### src/rtl/dot_product_engine_if.sv
// ---------------------------------------------------------------------------
// dot_product_engine_if
//   Bundles the control and SRAM-side signals of the dot product engine.
//   slave  : the engine. It receives start, len_words, out_addr and the read
//            data of both input SRAMs. It drives status, the input-SRAM read
//            strobes and the output-SRAM write port.
//   master : the parent or environment. It is the mirror of slave.
// Signals
//   start, len_words, out_addr          request from the parent
//   busy, done, result, overflow        status back to the parent
//   in_cs, in_en_read, in_read_addr     read port shared by in0/in1 SRAMs
//   in0_read_data, in1_read_data        read data, 1 cycle after the address
//   out_cs, out_en_write, out_write_addr, out_write_data   output SRAM write
// ---------------------------------------------------------------------------
interface dot_product_engine_if #(
  parameter int Data_Width_In  = 8,
  parameter int Data_Width_Out = 16,
  parameter int Addr_Width     = 4,
  parameter int Para_Deg       = 2
);
  logic                               start;
  logic [Addr_Width:0]                len_words;
  logic [Addr_Width-1:0]              out_addr;
  logic                               busy;
  logic                               done;
  logic [Data_Width_Out-1:0]          result;
  logic                               overflow;
  logic                               in_cs;
  logic                               in_en_read;
  logic [Addr_Width-1:0]              in_read_addr;
  logic [Para_Deg*Data_Width_In-1:0]  in0_read_data;
  logic [Para_Deg*Data_Width_In-1:0]  in1_read_data;
  logic                               out_cs;
  logic                               out_en_write;
  logic [Addr_Width-1:0]              out_write_addr;
  logic [Para_Deg*Data_Width_Out-1:0] out_write_data;

  modport slave (
    input  start, len_words, out_addr, in0_read_data, in1_read_data,
    output busy, done, result, overflow,
    output in_cs, in_en_read, in_read_addr,
    output out_cs, out_en_write, out_write_addr, out_write_data
  );

  modport master (
    output start, len_words, out_addr, in0_read_data, in1_read_data,
    input  busy, done, result, overflow,
    input  in_cs, in_en_read, in_read_addr,
    input  out_cs, out_en_write, out_write_addr, out_write_data
  );
endinterface

### src/rtl/dot_product_engine.sv
// ---------------------------------------------------------------------------
// dot_product_engine
//   A start pulse triggers a run. The engine streams L = min(len_words,
//   Ram_Depth) words from the in0/in1 SRAMs. It multiplies the lane pairs and
//   adds every product into a single accumulator. It then writes the
//   accumulator to lane 0 of out_addr in the output SRAM, with the other lanes
//   zero, and pulses done.
// Ports
//   clk    : clock. All state changes on the rising edge.
//   rst_n  : asynchronous active-low reset. It aborts a run at once.
//   dpe    : dot_product_engine_if.slave, carrying the control, status and
//            SRAM signals.
// Timing (cycle 0 is the first cycle after start is sampled)
//   READ  cycles 0..L-1 : the read strobes are high and the address equals
//                         the cycle index.
//   DRAIN cycle  L      : the data for the last address accumulates.
//   WRITE cycle  L+1    : one write is issued. For L==0 this is cycle 0.
//   DONE  cycle  L+2    : done pulses. For L==0 this is cycle 1.
// ---------------------------------------------------------------------------
module dot_product_engine #(
  parameter int Data_Width_In  = 8,
  parameter int Data_Width_Out = 16,
  parameter int Addr_Width     = 4,
  parameter int Para_Deg       = 2
) (
  input logic               clk,
  input logic               rst_n,
  dot_product_engine_if.slave dpe
);

  localparam int Ram_Depth = 1 << Addr_Width;
  localparam int Prod_W    = 2 * Data_Width_In;
  // Wide enough for acc + Para_Deg full-scale products without losing the carry.
  localparam int Base_W    = (Prod_W > Data_Width_Out) ? Prod_W : Data_Width_Out;
  localparam int Sum_W     = Base_W + $clog2(Para_Deg + 1) + 1;

  localparam logic [Addr_Width:0] Len_Max = (Addr_Width+1)'(Ram_Depth);
  localparam logic [Addr_Width:0] Len_One = (Addr_Width+1)'(1);
  localparam logic [Addr_Width:0] Len_Zero = (Addr_Width+1)'(0);

  typedef enum logic [2:0] {
    S_IDLE  = 3'd0,
    S_READ  = 3'd1,
    S_DRAIN = 3'd2,
    S_WRITE = 3'd3,
    S_DONE  = 3'd4
  } state_t;

  // Sum of lane-wise products. Each product is widened before the multiply so
  // that it keeps its full 2*Data_Width_In bits.
  function automatic logic [Sum_W-1:0] lane_dot(
    input logic [Para_Deg*Data_Width_In-1:0] a,
    input logic [Para_Deg*Data_Width_In-1:0] b
  );
    logic [Sum_W-1:0]  s;
    logic [Prod_W-1:0] p;
    s = '0;
    for (int i = 0; i < Para_Deg; i++) begin
      p = Prod_W'(a[i*Data_Width_In +: Data_Width_In]) *
          Prod_W'(b[i*Data_Width_In +: Data_Width_In]);
      s = s + Sum_W'(p);
    end
    return s;
  endfunction

  state_t                             state_q;
  logic                               busy_q;
  logic                               done_q;
  logic [Data_Width_Out-1:0]          result_q;
  logic                               ovf_q;
  logic                               in_cs_q;
  logic                               in_en_read_q;
  logic [Addr_Width-1:0]              rd_addr_q;
  logic                               valid_q;
  logic [Addr_Width:0]                len_q;
  logic [Addr_Width-1:0]              out_addr_q;
  logic [Data_Width_Out-1:0]          acc_q;
  logic                               out_cs_q;
  logic                               out_en_write_q;
  logic [Addr_Width-1:0]              wr_addr_q;
  logic [Para_Deg*Data_Width_Out-1:0] wr_data_q;

  logic [Sum_W-1:0]                   sum_wide_d;
  logic [Data_Width_Out-1:0]          acc_d;
  logic                               wrap_d;
  logic [Addr_Width:0]                len_clamp_d;
  logic                               last_addr_d;
  logic [Para_Deg*Data_Width_Out-1:0] wr_data_d;

  // Datapath: next accumulator value, wrap detection, length clamp, write word.
  always_comb begin
    sum_wide_d  = Sum_W'(acc_q) + lane_dot(dpe.in0_read_data, dpe.in1_read_data);
    acc_d       = sum_wide_d[Data_Width_Out-1:0];
    wrap_d      = |sum_wide_d[Sum_W-1:Data_Width_Out];
    if (dpe.len_words > Len_Max) begin
      len_clamp_d = Len_Max;
    end else begin
      len_clamp_d = dpe.len_words;
    end
    last_addr_d = ({1'b0, rd_addr_q} == (len_q - Len_One));
    wr_data_d   = '0;
    wr_data_d[Data_Width_Out-1:0] = acc_d;
  end

  // Control FSM with its registered outputs, accumulator and read pipeline.
  always_ff @(posedge clk or negedge rst_n) begin
    if (!rst_n) begin
      state_q        <= S_IDLE;
      busy_q         <= 1'b0;
      done_q         <= 1'b0;
      result_q       <= '0;
      ovf_q          <= 1'b0;
      in_cs_q        <= 1'b0;
      in_en_read_q   <= 1'b0;
      rd_addr_q      <= '0;
      valid_q        <= 1'b0;
      len_q          <= '0;
      out_addr_q     <= '0;
      acc_q          <= '0;
      out_cs_q       <= 1'b0;
      out_en_write_q <= 1'b0;
      wr_addr_q      <= '0;
      wr_data_q      <= '0;
    end else begin
      // Read data arrives one cycle after the strobe, so the valid flag lags it.
      valid_q <= in_en_read_q;
      done_q  <= 1'b0;
      if (valid_q) begin
        acc_q <= acc_d;
        if (wrap_d) begin
          ovf_q <= 1'b1;
        end
      end
      case (state_q)
        S_IDLE: begin
          if (dpe.start) begin
            acc_q      <= '0;
            ovf_q      <= 1'b0;
            busy_q     <= 1'b1;
            len_q      <= len_clamp_d;
            out_addr_q <= dpe.out_addr;
            if (len_clamp_d != Len_Zero) begin
              state_q      <= S_READ;
              in_cs_q      <= 1'b1;
              in_en_read_q <= 1'b1;
              rd_addr_q    <= '0;
            end else begin
              // The accumulator is cleared on this edge, so an empty run writes zero.
              state_q        <= S_WRITE;
              out_cs_q       <= 1'b1;
              out_en_write_q <= 1'b1;
              wr_addr_q      <= dpe.out_addr;
              wr_data_q      <= '0;
              result_q       <= '0;
            end
          end
        end
        S_READ: begin
          if (last_addr_d) begin
            state_q      <= S_DRAIN;
            in_cs_q      <= 1'b0;
            in_en_read_q <= 1'b0;
          end else begin
            rd_addr_q <= rd_addr_q + Addr_Width'(1);
          end
        end
        S_DRAIN: begin
          // The last word accumulates on this edge, so take the bypassed sum.
          state_q        <= S_WRITE;
          out_cs_q       <= 1'b1;
          out_en_write_q <= 1'b1;
          wr_addr_q      <= out_addr_q;
          wr_data_q      <= wr_data_d;
          result_q       <= acc_d;
        end
        S_WRITE: begin
          state_q        <= S_DONE;
          out_cs_q       <= 1'b0;
          out_en_write_q <= 1'b0;
          done_q         <= 1'b1;
        end
        S_DONE: begin
          state_q <= S_IDLE;
          busy_q  <= 1'b0;
        end
        default: begin
          state_q        <= S_IDLE;
          busy_q         <= 1'b0;
          in_cs_q        <= 1'b0;
          in_en_read_q   <= 1'b0;
          out_cs_q       <= 1'b0;
          out_en_write_q <= 1'b0;
        end
      endcase
    end
  end

  assign dpe.busy           = busy_q;
  assign dpe.done           = done_q;
  assign dpe.result         = result_q;
  assign dpe.overflow       = ovf_q;
  assign dpe.in_cs          = in_cs_q;
  assign dpe.in_en_read     = in_en_read_q;
  assign dpe.in_read_addr   = rd_addr_q;
  assign dpe.out_cs         = out_cs_q;
  assign dpe.out_en_write   = out_en_write_q;
  assign dpe.out_write_addr = wr_addr_q;
  assign dpe.out_write_data = wr_data_q;

endmodule

### src/flat_wrapper.sv
// flat-port wrapper written by rule: the top's interface ports become plain ports
module dot_product_engine_flat 
#(
  parameter int Data_Width_In  = 8,
  parameter int Data_Width_Out = 16,
  parameter int Addr_Width     = 4,
  parameter int Para_Deg       = 2
)
  (clk, rst_n, dpe_start, dpe_len_words, dpe_out_addr, dpe_in0_read_data, dpe_in1_read_data, dpe_busy, dpe_done, dpe_result, dpe_overflow, dpe_in_cs, dpe_in_en_read, dpe_in_read_addr, dpe_out_cs, dpe_out_en_write, dpe_out_write_addr, dpe_out_write_data);
  dot_product_engine_if #(.Data_Width_In(Data_Width_In), .Data_Width_Out(Data_Width_Out), .Addr_Width(Addr_Width), .Para_Deg(Para_Deg)) dpe_i ();
  input logic clk;
  input logic rst_n;
  input wire logic [$bits(dpe_i.start)-1:0] dpe_start;
  input wire logic [$bits(dpe_i.len_words)-1:0] dpe_len_words;
  input wire logic [$bits(dpe_i.out_addr)-1:0] dpe_out_addr;
  input wire logic [$bits(dpe_i.in0_read_data)-1:0] dpe_in0_read_data;
  input wire logic [$bits(dpe_i.in1_read_data)-1:0] dpe_in1_read_data;
  output wire logic [$bits(dpe_i.busy)-1:0] dpe_busy;
  output wire logic [$bits(dpe_i.done)-1:0] dpe_done;
  output wire logic [$bits(dpe_i.result)-1:0] dpe_result;
  output wire logic [$bits(dpe_i.overflow)-1:0] dpe_overflow;
  output wire logic [$bits(dpe_i.in_cs)-1:0] dpe_in_cs;
  output wire logic [$bits(dpe_i.in_en_read)-1:0] dpe_in_en_read;
  output wire logic [$bits(dpe_i.in_read_addr)-1:0] dpe_in_read_addr;
  output wire logic [$bits(dpe_i.out_cs)-1:0] dpe_out_cs;
  output wire logic [$bits(dpe_i.out_en_write)-1:0] dpe_out_en_write;
  output wire logic [$bits(dpe_i.out_write_addr)-1:0] dpe_out_write_addr;
  output wire logic [$bits(dpe_i.out_write_data)-1:0] dpe_out_write_data;
  assign dpe_i.start = dpe_start;
  assign dpe_i.len_words = dpe_len_words;
  assign dpe_i.out_addr = dpe_out_addr;
  assign dpe_i.in0_read_data = dpe_in0_read_data;
  assign dpe_i.in1_read_data = dpe_in1_read_data;
  assign dpe_busy = dpe_i.busy;
  assign dpe_done = dpe_i.done;
  assign dpe_result = dpe_i.result;
  assign dpe_overflow = dpe_i.overflow;
  assign dpe_in_cs = dpe_i.in_cs;
  assign dpe_in_en_read = dpe_i.in_en_read;
  assign dpe_in_read_addr = dpe_i.in_read_addr;
  assign dpe_out_cs = dpe_i.out_cs;
  assign dpe_out_en_write = dpe_i.out_en_write;
  assign dpe_out_write_addr = dpe_i.out_write_addr;
  assign dpe_out_write_data = dpe_i.out_write_data;
  dot_product_engine #(.Data_Width_In(Data_Width_In), .Data_Width_Out(Data_Width_Out), .Addr_Width(Addr_Width), .Para_Deg(Para_Deg)) u_core (.clk(clk), .rst_n(rst_n), .dpe(dpe_i));
endmodule
### config.mk
export PLATFORM = sky130hd
export DESIGN_NAME = dot_product_engine_flat
export DESIGN_NICKNAME = d
export VERILOG_FILES = /design/src/rtl/dot_product_engine_if.sv /design/src/rtl/dot_product_engine.sv /design/src/flat_wrapper.sv
export SDC_FILE = /design/constraint.sdc
export NUM_CORES = 1
export LEC_CHECK = 0
export ABC_CLOCK_PERIOD_IN_PS = 2400
export CAP_MARGIN = 20
export CORE_UTILIZATION = 40
export DETAILED_ROUTE_END_ITERATION = 10
export GPL_TIMING_DRIVEN = 1
export PLACE_DENSITY = 0.68
export SYNTH_ARGS = -nofsm -noshare
export SYNTH_HDL_FRONTEND = slang
export SYNTH_SLANG_ARGS = --single-unit
export TNS_END_PERCENT = 5
### constraint.sdc
create_clock -name clk -period 2.4 [get_ports clk]
set_input_delay 0.48 -clock clk [delete_from_list [all_inputs] [get_ports clk]]
set_output_delay 0.48 -clock clk [all_outputs]
set_load 0.005 [all_outputs]
==> results of run 1 <==
cells in the mapped netlist (12+ instances only):
cell,count
a21oi_1,27
mux2i_1,13
nand2_1,97
fa_1,98
xor2_1,12
o21ai_0,36
ha_1,83
xnor2_1,16
inv_1,154
buf_4,34
and2_1,84
nor2_1,37
dfrtp_1,58
logic make-up (layout without fill, tap and decap cells):
family / after synthesis / count (layout)
AOI/OAI and AO/OA: 109 / 109
buffers and inverters: 200 / 372
muxes: 13 / 13
adders and majority gates: 181 / 181
xor gates and xnor gates: 28 / 28
other: 1 / 16
and+or+nand+nor: 274 / 274
DFF: 58 / 58
worst max-delay path: stages:
cell	delay (ns)
buf_8	0.11
and2_4	0.15
fa_1	0.55
inv_2	0.04
fa_1	0.52
inv_2	0.05
fa_1	0.50
fa_1	0.51
fa_1	0.49
inv_1	0.05
fa_1	0.49
inv_2	0.05
ha_4	0.21
buf_4	0.14
nand3_1	0.10
a21oi_2	0.06
or2_4	0.26
o21a_1	0.18
o21ai_1	0.12
nand2b_1	0.08
xor2_1	0.16
ha_1	0.33
a21o_1	0.18
a211oi_2	0.19
o211ai_1	0.11
or3_1	0.39
nand3_1	0.11
a21oi_2	0.06
routing by layer:
layer	vias to the layer above	share of wire, %
met3	15	3.6
met2	101	50
met5	-	0
li1	3064	-
met1	3133	45
met4	0	0.78
state kept, by name, summed over array words and instances, names as in the netlist:
register and count:
u_core.acc_q 16, u_core.dpe.out_write_data 16, u_core.len_q 5, u_core.dpe.in_read_addr 4
u_core.dpe.out_write_addr 4, u_core.out_addr_q 4, u_core.state_q 3, u_core.dpe.busy 1
u_core.dpe.done 1, u_core.dpe.in_cs 1, u_core.dpe.out_cs 1, u_core.dpe.overflow 1
u_core.valid_q 1
stage by stage:
stage	hold slack, ns	area (um^2)	TNS (ns)	utilization, %
2_1_floorplan	0.184	7890	-89.31	-
3_3_place_gp	0.437	9650	-119.87	51.1
3_5_place_dp	0.439	9650	-121.65	51.1
4_1_cts	0.142	10100	-94.65	53.6
5_1_grt	0.162	10300	-100.48	54.4
6_report	0.132	10300	-92.87	54.4
area by class of cell:
cell class	count	area [um^2]	area share (%)
inverter	154	578	5.62
tap	260	325	3.16
timing repair buffer	202	1680	16.3
clock inverter	6	80.1	0.779
sequential	58	1450	14.1
clock buffer	10	239	2.32
multi-input combinational	621	5930	57.7
what timing repair did:
action,CTS,global route
pin swaps,33,24
resized for setup,152,40
buffers inserted,2,0
setup endpoints to repair,31,32
worst paths after layout:
| path | startpoint | endpoint | slack, ns | cells after the start |
|---|---|---|---|---|
| max in group asynchronous | rst_n | u_core.dpe.out_write_data[11]$_DFFE_PN0P_ | 1.60 | 2 |
| min | rst_n | u_core.dpe.busy$_DFFE_PN0P_ | 0.13 | 1 |
| min in group clk | u_core.dpe.in_cs$_DFFE_PN0P_ | u_core.valid_q$_DFF_PN0_ | 0.45 | 0 |
| max | dpe_in1_read_data[11] | u_core.acc_q[15]$_DFF_PN0_ | -4.10 | 28 |
| min reg2reg | u_core.dpe.in_cs$_DFFE_PN0P_ | u_core.valid_q$_DFF_PN0_ | 0.45 | 0 |
| max reg2reg | u_core.acc_q[0]$_DFF_PN0_ | u_core.acc_q[10]$_DFF_PN0_ | -0.02 | 11 |
==> impl_metrics.ini, run 1 <==
[run_status]
outcome = finished with violations
failed_checks = negative setup slack

[hold_path]
hold_path_class = primary input to async pin

[final_layout]
drive_above_1_share_pct = 21.4
antennaDiodeCount = 0
syn2layout_area_growth_pct = 31.8
nNetsFinal = 1271
final_cell_mix = 150 x inv_1, 112 x buf_4, 96 x fa_1
final_cells = 1311
nFillCells = 1758
mostFrequentLayoutCell = inv_1

[detailed_routing]
routed_wl_mm = 17.5
wl_per_cell_um = 13.4
initialDrtViolationCount = 265
drc_errors = 0
vias_per_cell = 4.82
first_pass_iters = 4
via_count = 6313
ant_nets = 0

[logic_synthesis]
synth-simple-area-share_pct = 17.8
synth_ff_type = dfrtp_1
ys_types = 51
synth_top_cell_area_share_pct = 25.2
synth_edf_count = 0
yosys.area_share.adder_pct = 38.5
synth_top_family_by_area = adder cells
ys_seq_elements = 58
netlist_instances = 864
yosysWarnings = 0
avgSynthCellArea_um2 = 9.03
async_flop_share_pct = 100
synth-seq-area-share_pct = 18.6
synth_area_leader_cell = fa_1
synthesis.area_mm2 = 0.00780
synth-compound-area-share_pct = 8.98
synthTopCellsByArea = fa_1 25%, dfrtp_1 19%, ha_1 13%, inv_1 7.4%, and2_1 6.7%
synth_mux_area_share_pct = 1.67
synth_xor_area_share_pct = 3.14

[grt]
grt_pass1_vias = 6521
grt_usage_pct = 18.7
grt.busiest_layer = met2
grt_start_max_net_pins = 26
grt_pass1_wl_mm = 30.4
globalRouteMet2Util_pct = 32.1
grt_use_met1_pct = 25.6
antenna_found_initial = 0
grt_overflow = 0
grtUsageMet3_pct = 2.50

[floorplan]
rows = 50
core_mm2 = 0.0189
fp.dieW_um = 142
io_pins = 107
die_area_mm2 = 0.0201
floorplan.initialDensity_pct = 41.3
fp.dieH_um = 142

[run]
drv_cap = 0

[sta]
hold_violations = 0
min_period_ns = 6.50
max_clock_freq_mhz = 154
finalCritPeriodShare_pct = 271
max_slew_margin_pct = 63.5
drv_slew = 0
rsz0062_at_grt = yes
setup_violations = 31
setup_slack_ns = -4.10
skew_ns = 0.00437
tightest_slew_ns = 0.547

[clocking]
clock_path_buffers = 2
cts_hold_buf = 0
clk_latency_ns = 0.33
ctsHtreeMaxLevel = 3
cts-root-buf = clkbuf_16
cts_buffers = 9
cts_tree = done
clkTransAtPathRegs_ns = 0.05
clock-sinks = 58

[placed_design]
dp.cells = 1293
hpwl_mm = 14.5
io_buffer_count = 90
pre_cts_ws_ns = -4.94
gp_congestion = 0.892

[worst_setup_path]
path_max_fanout = 6
crit_path_start_kind = primary input
worstPathArrival_ns = 6.71
end_kind = flip-flop
criticalPathCategory = primary input to flip-flop
worstPathRequired_ns = 2.61
Power of run 1 is not shown: default switching activity piles up to over one toggle a cycle in this logic, so the estimate is an artifact.
==> run 2, diff against run 1 <==
--- a/config.mk
+++ b/config.mk
@@ -5,12 +5,14 @@
 export SDC_FILE = /design/constraint.sdc
 export NUM_CORES = 1
 export LEC_CHECK = 0
+export ABC_AREA = 1
 export ABC_CLOCK_PERIOD_IN_PS = 2400
 export CAP_MARGIN = 20
 export CORE_UTILIZATION = 40
 export DETAILED_ROUTE_END_ITERATION = 10
 export GPL_TIMING_DRIVEN = 1
 export PLACE_DENSITY = 0.68
+export SKIP_LAST_GASP = 1
 export SYNTH_ARGS = -nofsm -noshare
 export SYNTH_HDL_FRONTEND = slang
 export SYNTH_SLANG_ARGS = --single-unit
==> run 2 against run 1 <==
  * The flow still finishes with violations (negative setup slack)
  * Clock skew rose by 0.00070 ns
  * Critical path type unchanged
  * Core utilization fell by 2.0 points
  * Highest routed layer unchanged
  * Setup slack improved by 0.36 ns
  * Synthesized cell count rose by 29%
==> impl_metrics.ini, run 2 <==
[clocking]
cts-root-buf = clkbuf_16
clock_path_buffers = 2
clkTransAtPathRegs_ns = 0.05
cts_buffers = 9
cts_tree = done
ctsHtreeMaxLevel = 3
clock-sinks = 58
cts_hold_buf = 0
clk_latency_ns = 0.33

[run_status]
failed_checks = negative setup slack
outcome = finished with violations

[detailed_routing]
drc_errors = 0
via_count = 6981
ant_nets = 0
wl_per_cell_um = 12.5
first_pass_iters = 4
vias_per_cell = 4.51
initialDrtViolationCount = 267
routed_wl_mm = 19.3

[final_layout]
nFillCells = 1921
syn2layout_area_growth_pct = 27.3
mostFrequentLayoutCell = inv_1
nNetsFinal = 1499
final_cell_mix = 302 x inv_1, 269 x nand2_1, 110 x buf_4
drive_above_1_share_pct = 19.7
antennaDiodeCount = 0
multi_input_area_mm2 = 0.00568
seq_area_mm2 = 0.00145

[logic_synthesis]
async_flop_share_pct = 100
synthesis.area_mm2 = 0.00840
synth_commonest_cells = 310 x inv_1, 285 x nand2_1, 98 x fa_1
synth_edf_count = 0
synth-simple-area-share_pct = 17.4
synth-seq-area-share_pct = 17.3
synth_xor_area_share_pct = 3.13
synth_ff_type = dfrtp_1
ys_types = 41
synth.most_common_cell = inv_1
synth_area_leader_cell = fa_1
yosysWarnings = 0
synth_mux_area_share_pct = 0
netlist_instances = 1115
yosys.area_share.adder_pct = 35.7
ys_seq_elements = 58
synthTopCellsByArea = fa_1 23%, dfrtp_1 17%, inv_1 14%, nand2_1 13%, ha_1 12%
synth-compound-area-share_pct = 7.13
avgSynthCellArea_um2 = 7.54
synth_top_family_by_area = adder cells
synth_top_cell_area_share_pct = 23.3

[floorplan]
fp.dieH_um = 147
floorplan.initialDensity_pct = 41.1
io_pins = 107
fp.dieW_um = 147
core_mm2 = 0.0204
rows = 52
die_area_mm2 = 0.0216

[grt]
grt_pass1_wl_mm = 32.9
antenna_found_initial = 0
grt_overflow = 0
grt_start_max_net_pins = 59
grt_pass1_vias = 7196
grt_usage_pct = 18.8

[sta]
max_clock_freq_mhz = 163
finalCritPeriodShare_pct = 256
max_slew_margin_pct = 31.9
setup_slack_ns = -3.73
setup_violations = 31
min_period_ns = 6.13
skew_ns = 0.00507
whs_ns = 0.297
rsz0062_at_grt = yes
finalSetupTns_ns = -93.05
drv_slew = 0
tightest_slew_ns = 1.02
hold_violations = 0

[worst_setup_path]
criticalPathCategory = primary input to flip-flop
cpMostUsedCell = fa_1
path_max_fanout = 6
cpPeakStageDelay_ns = 0.55
cpMaxStageDelayCell = fa_1
worstPathArrival_ns = 6.34
end_kind = flip-flop
crit_path_start_kind = primary input
worstPathRequired_ns = 2.61

[hold_path]
hold_path_class = primary input to async pin

[run]
drv_cap = 0

[placed_design]
gp_congestion = 0.876
pre_cts_ws_ns = -4.68
io_buffer_count = 90
hpwl_mm = 15.8
[run 2: cell types whose count changed in the layout (fill, tap and decap cells not counted), moves of 10 or more]
| cell | previous run | this run |
|---|---|---|
| mux2i_1 | 13 | 0 |
| a22o_1 | 10 | 0 |
| and2_1 | 76 | 0 |
| inv_1 | 150 | 302 |
| nand2_1 | 93 | 269 |
| nand2_2 | 4 | 15 |
| o21ai_0 | 27 | 12 |
| o21ai_1 | 8 | 20 |
[run 2: critical path: cells and delay by family]
| family | cells | cell delay [ns] |
|---|---|---|
| xor gates and xnor gates | 1 | 0.20 |
| and+or+nand+nor | 7 | 0.57 |
| buffers and inverters | 6 | 0.57 |
| AOI/OAI and AO/OA | 7 | 0.94 |
| adders and majority gates | 8 | 3.56 |
[run 2: area by class of cell]
cell class	instances	area share, %
sequential	58	13.6
inverter	316	11.1
multi-input combinational	681	53.1
tap	270	3.16
clock inverter	3	0.374
clock buffer	11	2.36
timing repair buffer	208	16.3
[run 2: path summary, 6_finish.rpt]
check | slack [ns] | cells past startpoint | to | from
setup / recovery | -3.73 | 29 | u_core.dpe.overflow$_DFF_PN0_ | dpe_in1_read_data[2]
hold / removal | 0.30 | 2 | u_core.dpe.overflow$_DFF_PN0_ | rst_n
setup reg to reg | 0.14 | 12 | u_core.acc_q[8]$_DFF_PN0_ | u_core.acc_q[0]$_DFF_PN0_
hold reg to reg | 0.46 | 0 | u_core.valid_q$_DFF_PN0_ | u_core.dpe.in_cs$_DFFE_PN0P_
max in group asynchronous | 1.60 | 2 | u_core.out_addr_q[3]$_DFFE_PN0P_ | rst_n
min in group clk | 0.46 | 0 | u_core.valid_q$_DFF_PN0_ | u_core.dpe.in_cs$_DFFE_PN0P_
[run 2: per-stage QoR]
step / cells / utilization, % / cell area, um^2
2_1_floorplan: 1130 / - / 8690
3_3_place_gp: 1521 / 49.7 / 10200
3_5_place_dp: 1521 / 49.7 / 10200
4_1_cts: 1541 / 51.8 / 10600
5_1_grt: 1547 / 52.4 / 10700
6_report: 1547 / 52.4 / 10700
[run 2: kinds of logic after synthesis]
| kind of cell | after synthesis |
|---|---|
| xor gates and xnor gates | 30 |
| AOI/OAI and AO/OA | 97 |
| buffers and inverters | 391 |
| DFF | 58 |
| adders and majority gates | 181 |
| other | 1 |
| and+or+nand+nor | 357 |
[run 2: what timing repair did]
item | 4_1_cts | 5_1_grt
pin swaps | 50 | 34
setup buffers | 6 | 6
gates resized for setup | 178 | 21
endpoints found under the setup margin | 31 | 31
[run 2: per-layer routing]
metal / up-vias / wire (um) / GRT usage [%]
li1: 3522 / - / -
met1: 3299 / 8470 / 23.2
met2: 122 / 9840 / 33.8
met3: 38 / 414 / 1.58
met4: 0 / 556 / 7.42
met5: - / 0 / 0
Power of run 2 is left out for the same reason.
